<file path="src/rtl/arith_pkg.sv">
// Shared definitions for the sequential arithmetic blocks: the four-state
// control encoding used by the multiplier and divider, and a width helper.
package arith_pkg;

  typedef enum logic [1:0] {
    ST_INIT  = 2'h0,
    ST_LATCH = 2'h1,
    ST_CALC  = 2'h2,
    ST_DONE  = 2'h3
  } state_t;

  // Bits needed to count 0..n-1; never less than one.
  function automatic int clog2(input int n);
    int w;
    w = 0;
    for (int v = n - 1; v > 0; v = v >> 1) w++;
    return (w < 1) ? 1 : w;
  endfunction

endpackage

</file>
<file path="src/rtl/div_datapath.sv">
// Restoring-divider datapath: operand/partial registers, the compare-subtract
// step and the result registers that are published only on the last step.
module div_datapath
  import arith_pkg::*;
#(
  parameter int WIDTH = 4
) (
  input  logic             clk,
  input  logic             rst,
  input  logic             load,
  input  logic             step,
  input  logic             last,
  input  logic [WIDTH-1:0] dividend,
  input  logic [WIDTH-1:0] divisor,
  output logic [WIDTH-1:0] quotient,
  output logic [WIDTH-1:0] remainder,
  output logic             div_by_zero
);

  logic [WIDTH:0]   r;
  logic [WIDTH-1:0] q;
  logic [WIDTH-1:0] d;
  logic [WIDTH+1:0] t;
  logic [WIDTH+1:0] r_step;
  logic             ge;

  // r[WIDTH] is always zero here, so widening t by it leaves the step unchanged.
  always_comb begin
    t      = {r, q[WIDTH-1]};
    ge     = (t >= {2'b00, d});
    r_step = ge ? (t - {2'b00, d}) : t;
  end

  always_ff @(posedge clk) begin
    if (!rst) begin
      r           <= '0;
      q           <= '0;
      d           <= '0;
      quotient    <= '0;
      remainder   <= '0;
      div_by_zero <= 1'b0;
    end else begin
      if (load) begin
        d <= divisor;
        q <= dividend;
        r <= '0;
      end else if (step) begin
        r <= (WIDTH+1)'(r_step);
        q <= {q[WIDTH-2:0], ge};
      end
      if (last) begin
        quotient    <= {q[WIDTH-2:0], ge};
        remainder   <= WIDTH'(r_step);
        div_by_zero <= (d == '0);
      end
    end
  end

endmodule

</file>
<file path="src/rtl/div4_seq.sv">
// Sequential unsigned divider, one quotient bit per clock, driven by the same
// INIT/LATCH/CALC/DONE control protocol as the shift-add multiplier.
module div4_seq
  import arith_pkg::*;
#(
  parameter int WIDTH = 4
) (
  input  logic             clk,
  input  logic             rst,
  input  logic             trig,
  input  logic [WIDTH-1:0] dividend,
  input  logic [WIDTH-1:0] divisor,
  output logic [WIDTH-1:0] quotient,
  output logic [WIDTH-1:0] remainder,
  output logic             div_by_zero,
  output logic             done,
  output logic [1:0]       state_out
);

  localparam int            CW       = clog2(WIDTH);
  localparam logic [CW-1:0] CNT_LAST = CW'(WIDTH - 1);

  state_t        state;
  state_t        state_next;
  logic [CW-1:0] count;
  logic          last;

  always_ff @(posedge clk) begin
    if (!rst) begin
      state <= ST_INIT;
      count <= '0;
    end else begin
      state <= state_next;
      if (state == ST_LATCH)
        count <= CNT_LAST;
      else if (state == ST_CALC)
        count <= count - CW'(1);
    end
  end

  always_comb begin
    state_next = state;
    case (state)
      ST_INIT:  if (trig) state_next = ST_LATCH;
      ST_LATCH: state_next = ST_CALC;
      ST_CALC:  if (count == '0) state_next = ST_DONE;
      ST_DONE:  state_next = ST_INIT;
      default:  state_next = ST_INIT;
    endcase
  end

  assign last      = (state == ST_CALC) && (count == '0);
  assign done      = (state == ST_DONE);
  assign state_out = state;

  div_datapath #(.WIDTH(WIDTH)) u_datapath (
    .clk        (clk),
    .rst        (rst),
    .load       (state == ST_LATCH),
    .step       (state == ST_CALC),
    .last       (last),
    .dividend   (dividend),
    .divisor    (divisor),
    .quotient   (quotient),
    .remainder  (remainder),
    .div_by_zero(div_by_zero)
  );

endmodule

</file>
<file path="config.mk">
export PLATFORM = sky130hd
export DESIGN_NAME = div4_seq
export DESIGN_NICKNAME = d
export VERILOG_FILES = /design/src/rtl/arith_pkg.sv /design/src/rtl/div_datapath.sv /design/src/rtl/div4_seq.sv
export SDC_FILE = /design/constraint.sdc
export NUM_CORES = 1
export LEC_CHECK = 0
export BUFFER_PORTS_ARGS = -buffer_cell sky130_fd_sc_hd__buf_2
export CAP_MARGIN = 25
export CORE_MARGIN = 2
export CORE_UTILIZATION = 48
export DETAILED_ROUTE_END_ITERATION = 10
export PLACE_DENSITY_LB_ADDON = 0.25
export SETUP_SLACK_MARGIN = 0.1
export SLEW_MARGIN = 40
export SYNTH_ARGS = -nofsm -noshare
export SYNTH_HDL_FRONTEND = slang
export SYNTH_SLANG_ARGS = --single-unit
</file>
<file path="constraint.sdc">
create_clock -name clk -period 2.1 [get_ports clk]
set_input_delay 0.21 -clock clk [delete_from_list [all_inputs] [get_ports clk]]
set_output_delay 0.21 -clock clk [all_outputs]
set_load 0.01 [all_outputs]
</file>
==> run summary, run 1 <==
Placed cell count - 184
Final standard cell utilization of the core - 61.2%
Number of distinct library cells after synthesis - 29
Hold Crit Start - divisor[1]
Clock slew at reported path FFs - 130 ps
Number of vias after detailed routing - 1032
Standard-cell rows - 18
Clock network fraction of total power - 10.2%
Hold-fix buffers at CTS - 0
Simple-gate portion of the synthesized area - 9.59%
Total power after layout - 2.45 mW
Via count of the first global-routing pass - 915
Area after detailed placement - 0.00137 sq mm
Post-route DRC violation count - 0
Total overflow reported by the global router - 0
Max-slew violation total from the final report - 0
Category of the worst setup path capture point - flop
Worst-path cell chain - inv_2, ha_4, inv_2, fa_2, a21o_1, a2111o_1, mux2_4, a21oi_2
Fraction of the cycle the final worst path needs - 98.7%
Crit path top cell by count - inv_2
Initial Utilization - 49.9%
Final weighted congestion in routability-driven placement - 0.894
Synth warn - 0
Wire length per cell - 12.9 um
Share of the synthesized area in compound gates (AO/OA/AOI/OAI) - 20.8%
Cell Int Power - 1.44 mW
Global-route wire length before repair - 4020 um
Critical path required time - 2370 ps
Antenna Diode Count - 0
Area of the core region - 0.00245 sq mm
Final antenna-violating net count - 0
Max_slew headroom - 58.9%
Worst Setup Path Type - reg -> reg
Arithmetic-cell share of the synthesized area counting full adders, half adders and majority gates - 10.8%
Clock tree skew after final layout - 2.17 ps
Count of buffers inserted at the top-level ports - 22
DPL Wire Length - 1790 um
Number of iterations in the first detailed-routing pass - 3
Maximum number of pins on one net before global-route repair - 17
Worst-skew pair later-pin latency - 320 ps
Register-to-register path setup slack - 30 ps
Critical Path Slowest Stage Cell - a2111o_1
Seq cells post-synth - 26
Maximum Capacitance Violations - 0
Cell at the root of the clock tree - clkbuf_4
Share of cell area taken by muxes after synthesis - 9.39%
Horizontal extent of the die - 54.5 um
Net switching fraction of the power - 41.0%
Yosys top cell by area - dfxtp_1
Class of the tightest hold or removal check - in -> reg
Proportion of power drawn by flip-flops and latches - 30.9%
Mapped Cells - 135
Xor and xnor fraction of the mapped netlist area - 1.43%
Accumulated negative setup slack - 0 ps
Share of async-settable or async-resettable flops after synthesis - 0%
Slew at the pin with the worst max-slew slack - 616 ps
Synthesized netlist net count - 156
Reg-to-Reg Start - u_datapath.q[3]$_SDFFE_PN0P_
Post-route standard cell area excluding fillers - 0.00150 sq mm
H-tree depth - 1
Total power density per cell area - 1630 mW/mm^2
Reg2Reg Capture Point - u_datapath.remainder[0]$_SDFFE_PN0P_
Minimum clock period - 2070 ps
Hold WS - 121 ps
Max Fclk - 0.483 GHz
Number of primary I/O pins - 23
Non-Filler Instances - 195
Final setup vio count - 0
Clock Path Buffers - 2
Hold Path Stages - 3
Total Die Area - 0.00297 sq mm
Final count of hold timing violations - 0
Final nets - 187
Total wirelength of the detailed-routed design - 2520 um
Number of antenna violations at the first check in global routing - 0
Share of total power in combinational logic - 58.9%
Synth area leaders - dfxtp_1 (42%), ha_1 (9.2%), mux2i_1 (8.2%)
Clock tree from TritonCTS - yes
Share of layout cells above drive strength 1 - 29.1%
Layout area overhead - 22.4%
Worst-path fanout max - 4
Critical path arrival - 2340 ps
Run status - complete, no violations
Sw power - 1.00 mW
Sort of element at the start of the critical path - flop
Sequential element share of the synthesized area - 42.4%
RSZ-0062 raised after global routing - yes
Count of flip-flops with a built-in enable after synthesis - 0
Overall routing resource usage - 18.8%
Worst setup timing slack at the placement stage - -11.1 ps
Main combinational cell family by area after synthesis - compound AO/OA/AOI/OAI gates
Height of the die - 54.5 um
Leakage power - 0.651 nW
Initial detailed-routing violation count - 7
Avg Synthesized Cell Area - 9.08 sq um
Crit path setup slack, layout - 28.1 ps
Top FF cell, synth - dfxtp_1
Mapped cell area - 0.00123 sq mm
Share of Yosys cell area claimed by the top area cell type - 42.4%
CP peak stage delay - 450 ps
TritonCTS buffer count - 3
Endpoint of the worst hold path - u_datapath.d[1]$_SDFFE_PN0P_
Post-detailed-route via-to-cell ratio - 5.29
Number of clock sinks seen by CTS - 26
R2R cell count - 8
Highest-count cells in the layout ignoring fill and taps - dfxtp_1 (22), buf_2 (22), a21oi_1 (15)
Peak supply drop - 1.06 mV
worst max-delay path by stage:
stage / from / endpoint / slack, ps
detailed placement: u_datapath.q[3]$_SDFFE_PN0P_ / u_datapath.remainder[0]$_SDFFE_PN0P_ / -10
floorplan: u_datapath.q[3]$_SDFFE_PN0P_ / u_datapath.r[0]$_SDFFE_PP0P_ / 100
global placement: u_datapath.q[3]$_SDFFE_PN0P_ / u_datapath.r[0]$_SDFFE_PP0P_ / 50
CTS: u_datapath.q[3]$_SDFFE_PN0P_ / u_datapath.remainder[0]$_SDFFE_PN0P_ / 20
global route: u_datapath.d[1]$_SDFFE_PN0P_ / u_datapath.remainder[0]$_SDFFE_PN0P_ / -70
finish: u_datapath.q[3]$_SDFFE_PN0P_ / u_datapath.remainder[0]$_SDFFE_PN0P_ / 30
layout make-up:
class / instances / area [sq um]
Clock buffer: 4 / 36.3
Fill cell: 227 / 953
Inverter: 13 / 48.8
Multi-Input combinational cell: 91 / 676
Sequential cell: 26 / 526
Tap cell: 30 / 37.5
Timing Repair Buffer: 31 / 178
power by group through the flow:
stage / sequential (mW) / combinational (mW) / clock [mW]
6_report: 0.756 / 1.44 / 0.250
5_1_grt: 0.776 / 1.61 / 0.273
3_3_place_gp: 0.750 / 1.17 / 0
4_1_cts: 0.752 / 1.23 / 0.254
3_5_place_dp: 0.756 / 1.19 / 0
2_1_floorplan: 0.758 / 0.888 / 0
critical path: cells and delay by family (launching register included):
| family | cells | cell delay (ps) |
|---|---|---|
| AOI/OAI and AO/OA | 3 | 770 |
| adders and majority gates | 2 | 450 |
| buffers and inverters | 2 | 100 |
| DFF | 1 | 350 |
| muxes | 1 | 350 |
sequential cells by signal, indices dropped and copies added, names as in the netlist:
register	cells
count	2
state_out	2
u_datapath.d	4
u_datapath.div_by_zero	1
u_datapath.q	4
u_datapath.quotient	4
u_datapath.r	5
u_datapath.remainder	4
cells in the mapped netlist, drive strengths merged (2+ instances only):
cell type	instances
a2111oi	2
a211oi	4
a21oi	17
a31oi	2
clkbuf	4
dfxtp	26
ha	9
inv	13
mux2i	10
nand2	11
nand3b	2
nor2	10
o21ai	10
repair_timing:
item	in CTS	in global routing
buffers inserted	2	5
endpoints found under the setup margin	8	9
pin swaps	0	6
gates resized for setup	7	5
per-layer routing:
metal | up-vias | part of all wire (%) | global-route usage, % | wire length [um]
li1 | 536 | - | - | -
met4 | 0 | 1.2 | 7.50 | 30
met2 | 12 | 51 | 30.9 | 1300
met1 | 480 | 45 | 24.7 | 1140
met5 | - | 0 | 0 | 0
met3 | 4 | 2.1 | 2.46 | 52
cells by family (layout without fill, tap and decap cells):
kind of cell | count (synthesis) | in the layout
AO/OA/AOI/OAI | 41 | 41
XOR/XNOR | 2 | 2
adder cells (fa/ha/maj) | 10 | 10
buffers and inverters | 18 | 48
flip-flops | 26 | 26
multiplexers | 11 | 11
AND/OR/NAND/NOR | 27 | 27
Note: power is estimated with default switching activity, not from simulation.
==> run 2: changes to the inputs <==
Settings changed: CELL_PAD_IN_SITES_DETAIL_PLACEMENT set to 1, CELL_PAD_IN_SITES_GLOBAL_PLACEMENT set to 1, CORE_UTILIZATION 48 to 36.
==> run summary, run 2 (synthesized netlist as in run 1, its figures left out) <==
Initial detailed-routing violation count - 28 (was 7)
Worst-skew pair later-pin latency - 340 ps (was 320 ps)
Met3 layer usage reported by global route - 3.62% (was 2.46%)
DPL Wire Length - 2250 um (was 1790 um)
Post-detailed-route via-to-cell ratio - 5.19 (was 5.29)
Flip-flop count of the largest register, all copies and words added - 5 (unchanged)
Total wirelength of the detailed-routed design - 3150 um (was 2520 um)
Critical path required time - 2390 ps (was 2370 ps)
Reg-to-Reg Start - u_datapath.q[3]$_SDFFE_PN0P_ (unchanged)
Fraction of met2 tracks used by global routing - 28.9% (was 30.9%)
Launch point of the critical path - u_datapath.q[3]$_SDFFE_PN0P_ (unchanged)
Area of the core region - 0.00331 sq mm (was 0.00245 sq mm)
Placed cell count - 201 (was 184)
Fraction of the cycle the final worst path needs - 100% (was 98.7%)
R2R cell count - 8 (unchanged)
Maximum number of pins on one net before global-route repair - 17 (unchanged)
Final count of hold timing violations - 0 (unchanged)
TritonCTS buffer count - 3 (unchanged)
Hold WS - 100 ps (was 121 ps)
Via count of the first global-routing pass - 1173 (was 915)
Number of primary I/O pins - 23 (unchanged)
Standard-cell rows - 21 (was 18)
Initial Utilization - 37.0% (was 49.9%)
Final setup vio count - 2 (was 0)
Clock slew at reported path FFs - 160 ps (was 130 ps)
RSZ-0062 raised after global routing - yes (unchanged)
Max Fclk - 0.475 GHz (was 0.483 GHz)
Layer with the highest usage after global routing - met2 (unchanged)
Final nets - 186 (was 187)
Final standard cell utilization of the core - 46.2% (was 61.2%)
Accumulated negative setup slack - -9.11 ps (was 0 ps)
Sort of element at the start of the critical path - flop (unchanged)
Fraction of met1 tracks used by global routing - 20.5% (was 24.7%)
Clock tree skew after final layout - 9.70 ps (was 2.17 ps)
Hold Path Stages - 3 (unchanged)
Number of iterations in the first detailed-routing pass - 2 (was 3)
Height of the die - 62.4 um (was 54.5 um)
Final antenna-violating net count - 0 (unchanged)
Total Die Area - 0.00389 sq mm (was 0.00297 sq mm)
Critical path arrival - 2400 ps (was 2340 ps)
Class of the tightest hold or removal check - in -> reg (unchanged)
Crit path setup slack, layout - -5.65 ps (was 28.1 ps)
Share of layout cells above drive strength 1 - 29.3% (was 29.1%)
Number of vias after detailed routing - 1090 (was 1032)
Max-slew violation total from the final report - 0 (unchanged)
Number of antenna violations at the first check in global routing - 0 (unchanged)
Horizontal extent of the die - 62.4 um (was 54.5 um)
Count of buffers inserted at the top-level ports - 22 (unchanged)
Total power density per cell area - 1690 mW/mm^2 (was 1630 mW/mm^2)
Final weighted congestion in routability-driven placement - 0.751 (was 0.894)
Worst-path fanout max - 4 (unchanged)
Most common cell after layout, fill and taps aside - buf_2
Wire length per cell - 15.0 um (was 12.9 um)
Peak supply drop - 0.777 mV (was 1.06 mV)
Overall routing resource usage - 16.9% (was 18.8%)
Highest-count cells in the layout ignoring fill and taps - buf_2 (22), dfxtp_1 (21), a21oi_1 (15) (was dfxtp_1 (22), buf_2 (22), a21oi_1 (15))
Max_slew headroom - 63.2% (was 58.9%)
Minimum clock period - 2110 ps (was 2070 ps)
Layout area overhead - 24.8% (was 22.4%)
Slew at the pin with the worst max-slew slack - 552 ps (was 616 ps)
Worst Setup Path Type - reg -> reg (unchanged)
Register-to-register path setup slack - -6 ps (was 30 ps)
Failing checks - setup timing
Worst setup timing slack at the placement stage - -46.0 ps (was -11.1 ps)
Post-route standard cell area excluding fillers - 0.00153 sq mm (was 0.00150 sq mm)
Maximum Capacitance Violations - 0 (unchanged)
Clock Path Buffers - 2 (unchanged)
Global-route wire length before repair - 5290 um (was 4020 um)
Register name with the most flops - u_datapath.r (unchanged)
Number of clock sinks seen by CTS - 26 (unchanged)
Category of the worst setup path capture point - flop (unchanged)
Total power after layout - 2.59 mW (was 2.45 mW)
Hold Crit Start - divisor[1] (unchanged)
H-tree depth - 1 (unchanged)
Clock tree from TritonCTS - yes (unchanged)
Leakage power - 0.655 nW (was 0.651 nW)
Total overflow reported by the global router - 0 (unchanged)
Area after detailed placement - 0.00140 sq mm (was 0.00137 sq mm)
Run status - complete, but fails checks (was complete, no violations)
Antenna Diode Count - 0 (unchanged)
Non-Filler Instances - 210 (was 195)
Cell at the root of the clock tree - clkbuf_4 (unchanged)
Post-route DRC violation count - 0 (unchanged)
## run 2: cell count changes in the layout (fill, tap and decap cells not counted), sizes merged
cell | before | now
buf | 31 | 30
bufinv | 0 | 1
clkbuf | 4 | 3
## run 2: layout make-up
| type | count | area (sq um) |
|---|---|---|
| clock inverters | 1 | 30.0 |
| inverters | 13 | 48.8 |
| flip-flops and latches | 26 | 527 |
| multi-input cells | 91 | 674 |
| repair buffers | 30 | 170 |
| well taps | 46 | 57.6 |
| clock buffers | 3 | 22.5 |
| fillers | 426 | 1780 |
## run 2: power by group
| part | leakage (nW) | switching, mW | internal (mW) | total, mW |
|---|---|---|---|---|
| Sequential | 0.214 | 0.116 | 0.643 | 0.759 |
| Combinational | 0.412 | 0.796 | 0.671 | 1.47 |
| Clock | 0.0279 | 0.167 | 0.193 | 0.361 |
## run 2: path summary, 6_finish.rpt
| kind | endpoint |
|---|---|
| hold reg to reg | u_datapath.quotient[1]$_SDFFE_PN0P_ |
| setup / recovery | u_datapath.r[0]$_SDFFE_PP0P_ |
| setup reg to reg | u_datapath.r[0]$_SDFFE_PP0P_ |
| hold / removal | u_datapath.d[1]$_SDFFE_PN0P_ |
## run 2: layer usage
| metal | part of all wire, % | vias up |
|---|---|---|
| met1 | 46 | 527 |
| met5 | 0 | - |
| li1 | - | 535 |
| met4 | 1.8 | 0 |
| met2 | 49 | 21 |
| met3 | 3.7 | 7 |
## run 2: worst max-delay path, stage by stage, from the launching register on
cell	delay, ps
dfxtp_2	360
inv_2	70
ha_4	130
inv_2	30
fa_2	330
a21o_1	180
a2111o_1	470
mux2_4	360
a21oi_2	130
## run 2: timing repair
action / CTS / global route
hold buffers: 0 / 0
pin swaps: 2 / 4
gates resized for setup: 7 / 5
endpoints found under the setup margin: 8 / 10
buffers inserted: 2 / 3
==> run 3: changes to the inputs <==
Settings changed: ABC_AREA set to 1, CORE_UTILIZATION 36 to 35.
==> run summary, run 3 <==
Share of cell area taken by muxes after synthesis - 0% (was 9.39%)
Delay-heaviest family, CP - simple AND/OR/NAND/NOR gates (was compound AO/OA/AOI/OAI gates)
Critical Path Slowest Stage Cell - fa_1 (was a2111o_1)
Share of async-settable or async-resettable flops after synthesis - 0% (unchanged)
Global-route wire length before repair - 6070 um (was 5290 um)
Initial detailed-routing violation count - 26 (was 28)
Synth warn - 0 (unchanged)
Post-route DRC violation count - 0 (unchanged)
Max Fclk - 0.568 GHz (was 0.475 GHz)
Synth area leaders - dfxtp_1 (39%), inv_1 (9.3%), ha_1 (8.5%) (was dfxtp_1 (42%), ha_1 (9.2%), mux2i_1 (8.2%))
Maximum number of pins on one net before global-route repair - 17 (unchanged)
Crit path top cell by count - inv_1 (was inv_2)
Mapped cell area - 0.00133 sq mm (was 0.00123 sq mm)
Number of distinct library cells after synthesis - 19 (was 29)
Yosys top cell by area - dfxtp_1 (unchanged)
Avg Synthesized Cell Area - 7.19 sq um (was 9.08 sq um)
Register-to-register path setup slack - 340 ps (was -6 ps)
Total Die Area - 0.00431 sq mm (was 0.00389 sq mm)
Area after detailed placement - 0.00149 sq mm (was 0.00140 sq mm)
Via count of the first global-routing pass - 1400 (was 1173)
Hold-fix buffers at CTS - 0 (unchanged)
Arithmetic-cell share of the synthesized area counting full adders, half adders and majority gates - 9.97% (was 10.8%)
Total wirelength of the detailed-routed design - 3410 um (was 3150 um)
Flip-flop count of the largest register, all copies and words added - 5 (unchanged)
Final count of hold timing violations - 0 (unchanged)
Wire length per cell - 13.3 um (was 15.0 um)
Count of flip-flops with a built-in enable after synthesis - 0 (unchanged)
Clock tree from TritonCTS - yes (unchanged)
Horizontal extent of the die - 65.6 um (was 62.4 um)
Initial Utilization - 36.3% (was 37.0%)
Standard-cell rows - 22 (was 21)
Antenna Diode Count - 0 (unchanged)
Area of the core region - 0.00366 sq mm (was 0.00331 sq mm)
CP peak stage delay - 400 ps (was 470 ps)
Count of buffers inserted at the top-level ports - 22 (unchanged)
Main combinational cell family by area after synthesis - simple AND/OR/NAND/NOR gates (was compound AO/OA/AOI/OAI gates)
Fraction of the cycle the final worst path needs - 83.9% (was 100%)
Worst-skew pair later-pin latency - 270 ps (was 340 ps)
Max-slew violation total from the final report - 0 (unchanged)
Leakage power - 0.795 nW (was 0.655 nW)
Critical path required time - 2280 ps (was 2390 ps)
Clock tree skew after final layout - 2.93 ps (was 9.70 ps)
Sort of element at the start of the critical path - flop (unchanged)
Share of the synthesized area in compound gates (AO/OA/AOI/OAI) - 15.0% (was 20.8%)
List of most frequent post-synthesis cells - inv_1 (33), dfxtp_1 (26), nand2_1 (26), nor2_1 (24) (was dfxtp_1 (26), a21oi_1 (15), inv_1 (13), nand2_1 (11))
Final antenna-violating net count - 0 (unchanged)
Layout area overhead - 17.1% (was 24.8%)
Total overflow reported by the global router - 0 (unchanged)
Top FF cell, synth - dfxtp_1 (unchanged)
Cells resized by post-CTS repair - 0 (was 7)
Post-CTS repair timing setup buffer count - 0 (was 2)
Class of the tightest hold or removal check - in -> reg (unchanged)
Simple-gate portion of the synthesized area - 24.4% (was 9.59%)
Total power after layout - 2.80 mW (was 2.59 mW)
Worst setup timing slack at the placement stage - 346 ps (was -46.0 ps)
Worst Setup Path Type - reg -> reg (unchanged)
Clock slew at reported path FFs - 90 ps (was 160 ps)
Critical path arrival - 1940 ps (was 2400 ps)
H-tree depth - 1 (unchanged)
DPL Wire Length - 2650 um (was 2250 um)
Overall routing resource usage - 18.4% (was 16.9%)
Final setup vio count - 0 (was 2)
Accumulated negative setup slack - 0 ps (was -9.11 ps)
Top-count cell post-synth - inv_1 (was dfxtp_1)
RSZ-0062 raised after global routing - no (was yes)
Worst-path fanout max - 6 (was 4)
Crit path setup slack, layout - 338 ps (was -5.65 ps)
Post-detailed-route via-to-cell ratio - 4.95 (was 5.19)
Number of vias after detailed routing - 1267 (was 1090)
Share of layout cells above drive strength 1 - 15.9% (was 29.3%)
Final weighted congestion in routability-driven placement - 0.800 (was 0.751)
Max_slew headroom - 67.1% (was 63.2%)
Seq cells post-synth - 26 (unchanged)
Worst-path cell chain - inv_1, ha_1, inv_1, fa_1, inv_1, nor2_2, nor2_4, nand2_4, nand2_1, nand3_1, nand2_1, inv_1 (was inv_2, ha_4, inv_2, fa_2, a21o_1, a2111o_1, mux2_4, a21oi_2)
Sequential element share of the synthesized area - 39.1% (was 42.4%)
Run status - complete, no violations (was complete, but fails checks)
Total power density per cell area - 1800 mW/mm^2 (was 1690 mW/mm^2)
Clock Path Buffers - 2 (unchanged)
Register name with the most flops - u_datapath.r (unchanged)
Synthesized netlist net count - 206 (was 156)
Number of filler instances in the final layout - 476 (was 426)
Xor and xnor fraction of the mapped netlist area - 0.659% (was 1.43%)
Number of clock sinks seen by CTS - 26 (unchanged)
Number of antenna violations at the first check in global routing - 0 (unchanged)
Mapped Cells - 185 (was 135)
Height of the die - 65.6 um (was 62.4 um)
Slew at the pin with the worst max-slew slack - 492 ps (was 552 ps)
Share of Yosys cell area claimed by the top area cell type - 39.1% (was 42.4%)
Post-route standard cell area excluding fillers - 0.00156 sq mm (was 0.00153 sq mm)
Final nets - 230 (was 186)
TritonCTS buffer count - 3 (unchanged)
Peak supply drop - 0.599 mV (was 0.777 mV)
Number of iterations in the first detailed-routing pass - 4 (was 2)
Critical path buffer and inverter count - 4 (was 2)
Maximum Capacitance Violations - 0 (unchanged)
Highest-count cells in the layout ignoring fill and taps - inv_1 (33), nand2_1 (26), dfxtp_1 (26) (was buf_2 (22), dfxtp_1 (21), a21oi_1 (15))
Minimum clock period - 1760 ps (was 2110 ps)
Most common cell after layout, fill and taps aside - inv_1 (was buf_2)
Category of the worst setup path capture point - flop (unchanged)
Cell at the root of the clock tree - clkbuf_8 (was clkbuf_4)
Number of primary I/O pins - 23 (unchanged)
## run 3: cell types whose count changed in the layout (fill, tap and decap cells not counted), sizes merged, moves of 4 or more
cell	delta
inv	+20
nor2	+18
nand2	+16
nand3	+16
mux2i	-10
o21ai	+8
buf	-7
a211oi	-4
## run 3: report_power, final
| group | internal, mW | switching, mW | total (mW) |
|---|---|---|---|
| clock network | 0.255 | 0.168 | 0.424 |
| registers | 0.679 | 0.118 | 0.797 |
| logic | 0.540 | 1.04 | 1.58 |
| total | 1.47 | 1.33 | 2.80 |
## run 3: worst min-delay path: cells and delay by family
| kind | cells | cell delay, ps |
|---|---|---|
| AND/OR/NAND/NOR | 2 | 120 |
| buffers and inverters | 1 | 70 |
## run 3: per-stage QoR
stage | hold WS, ps | util [%] | cells
after floorplan | 345 | - | 185
after global placement | 441 | 40.6 | 252
after detailed placement | 451 | 40.6 | 252
after CTS | 160 | 42.5 | 256
after global routing | 179 | 42.5 | 256
final | 158 | 42.5 | 256
## run 3: per-layer routing
metal	share of wire [%]	track usage [%]
met5	0	0
met4	2.2	6.77
met3	2.1	3.25
met2	52	35.7
met1	43	19.3
## run 3: worst paths after layout
kind	start	endpoint	cells past startpoint
setup / recovery	u_datapath.q[3]$_SDFFE_PN0P_	u_datapath.r[1]$_SDFFE_PP0P_	12
hold / removal	divisor[0]	u_datapath.d[0]$_SDFFE_PN0P_	3
setup reg to reg	u_datapath.q[3]$_SDFFE_PN0P_	u_datapath.r[1]$_SDFFE_PP0P_	12
hold reg to reg	count[0]$_SDFFE_PN0P_	count[0]$_SDFFE_PN0P_	1
## run 3: cells by family after synthesis
family          count (synthesis)
xor+xnor                        1
flops                          26
simple gates                   72
fa+ha+maj                      10
compound gates                 39
buf+inv                        37
## run 3: layout make-up
class,count,area (sq um),area share (%)
Multi-Input combinational cell,122,664,42.7
Sequential cell,26,520,33.4
Inverter,33,124,7.95
Timing Repair Buffer,23,118,7.55
Tap cell,48,60.1,3.86
Clock buffer,3,41.3,2.65
Clock inverter,1,30.0,1.93
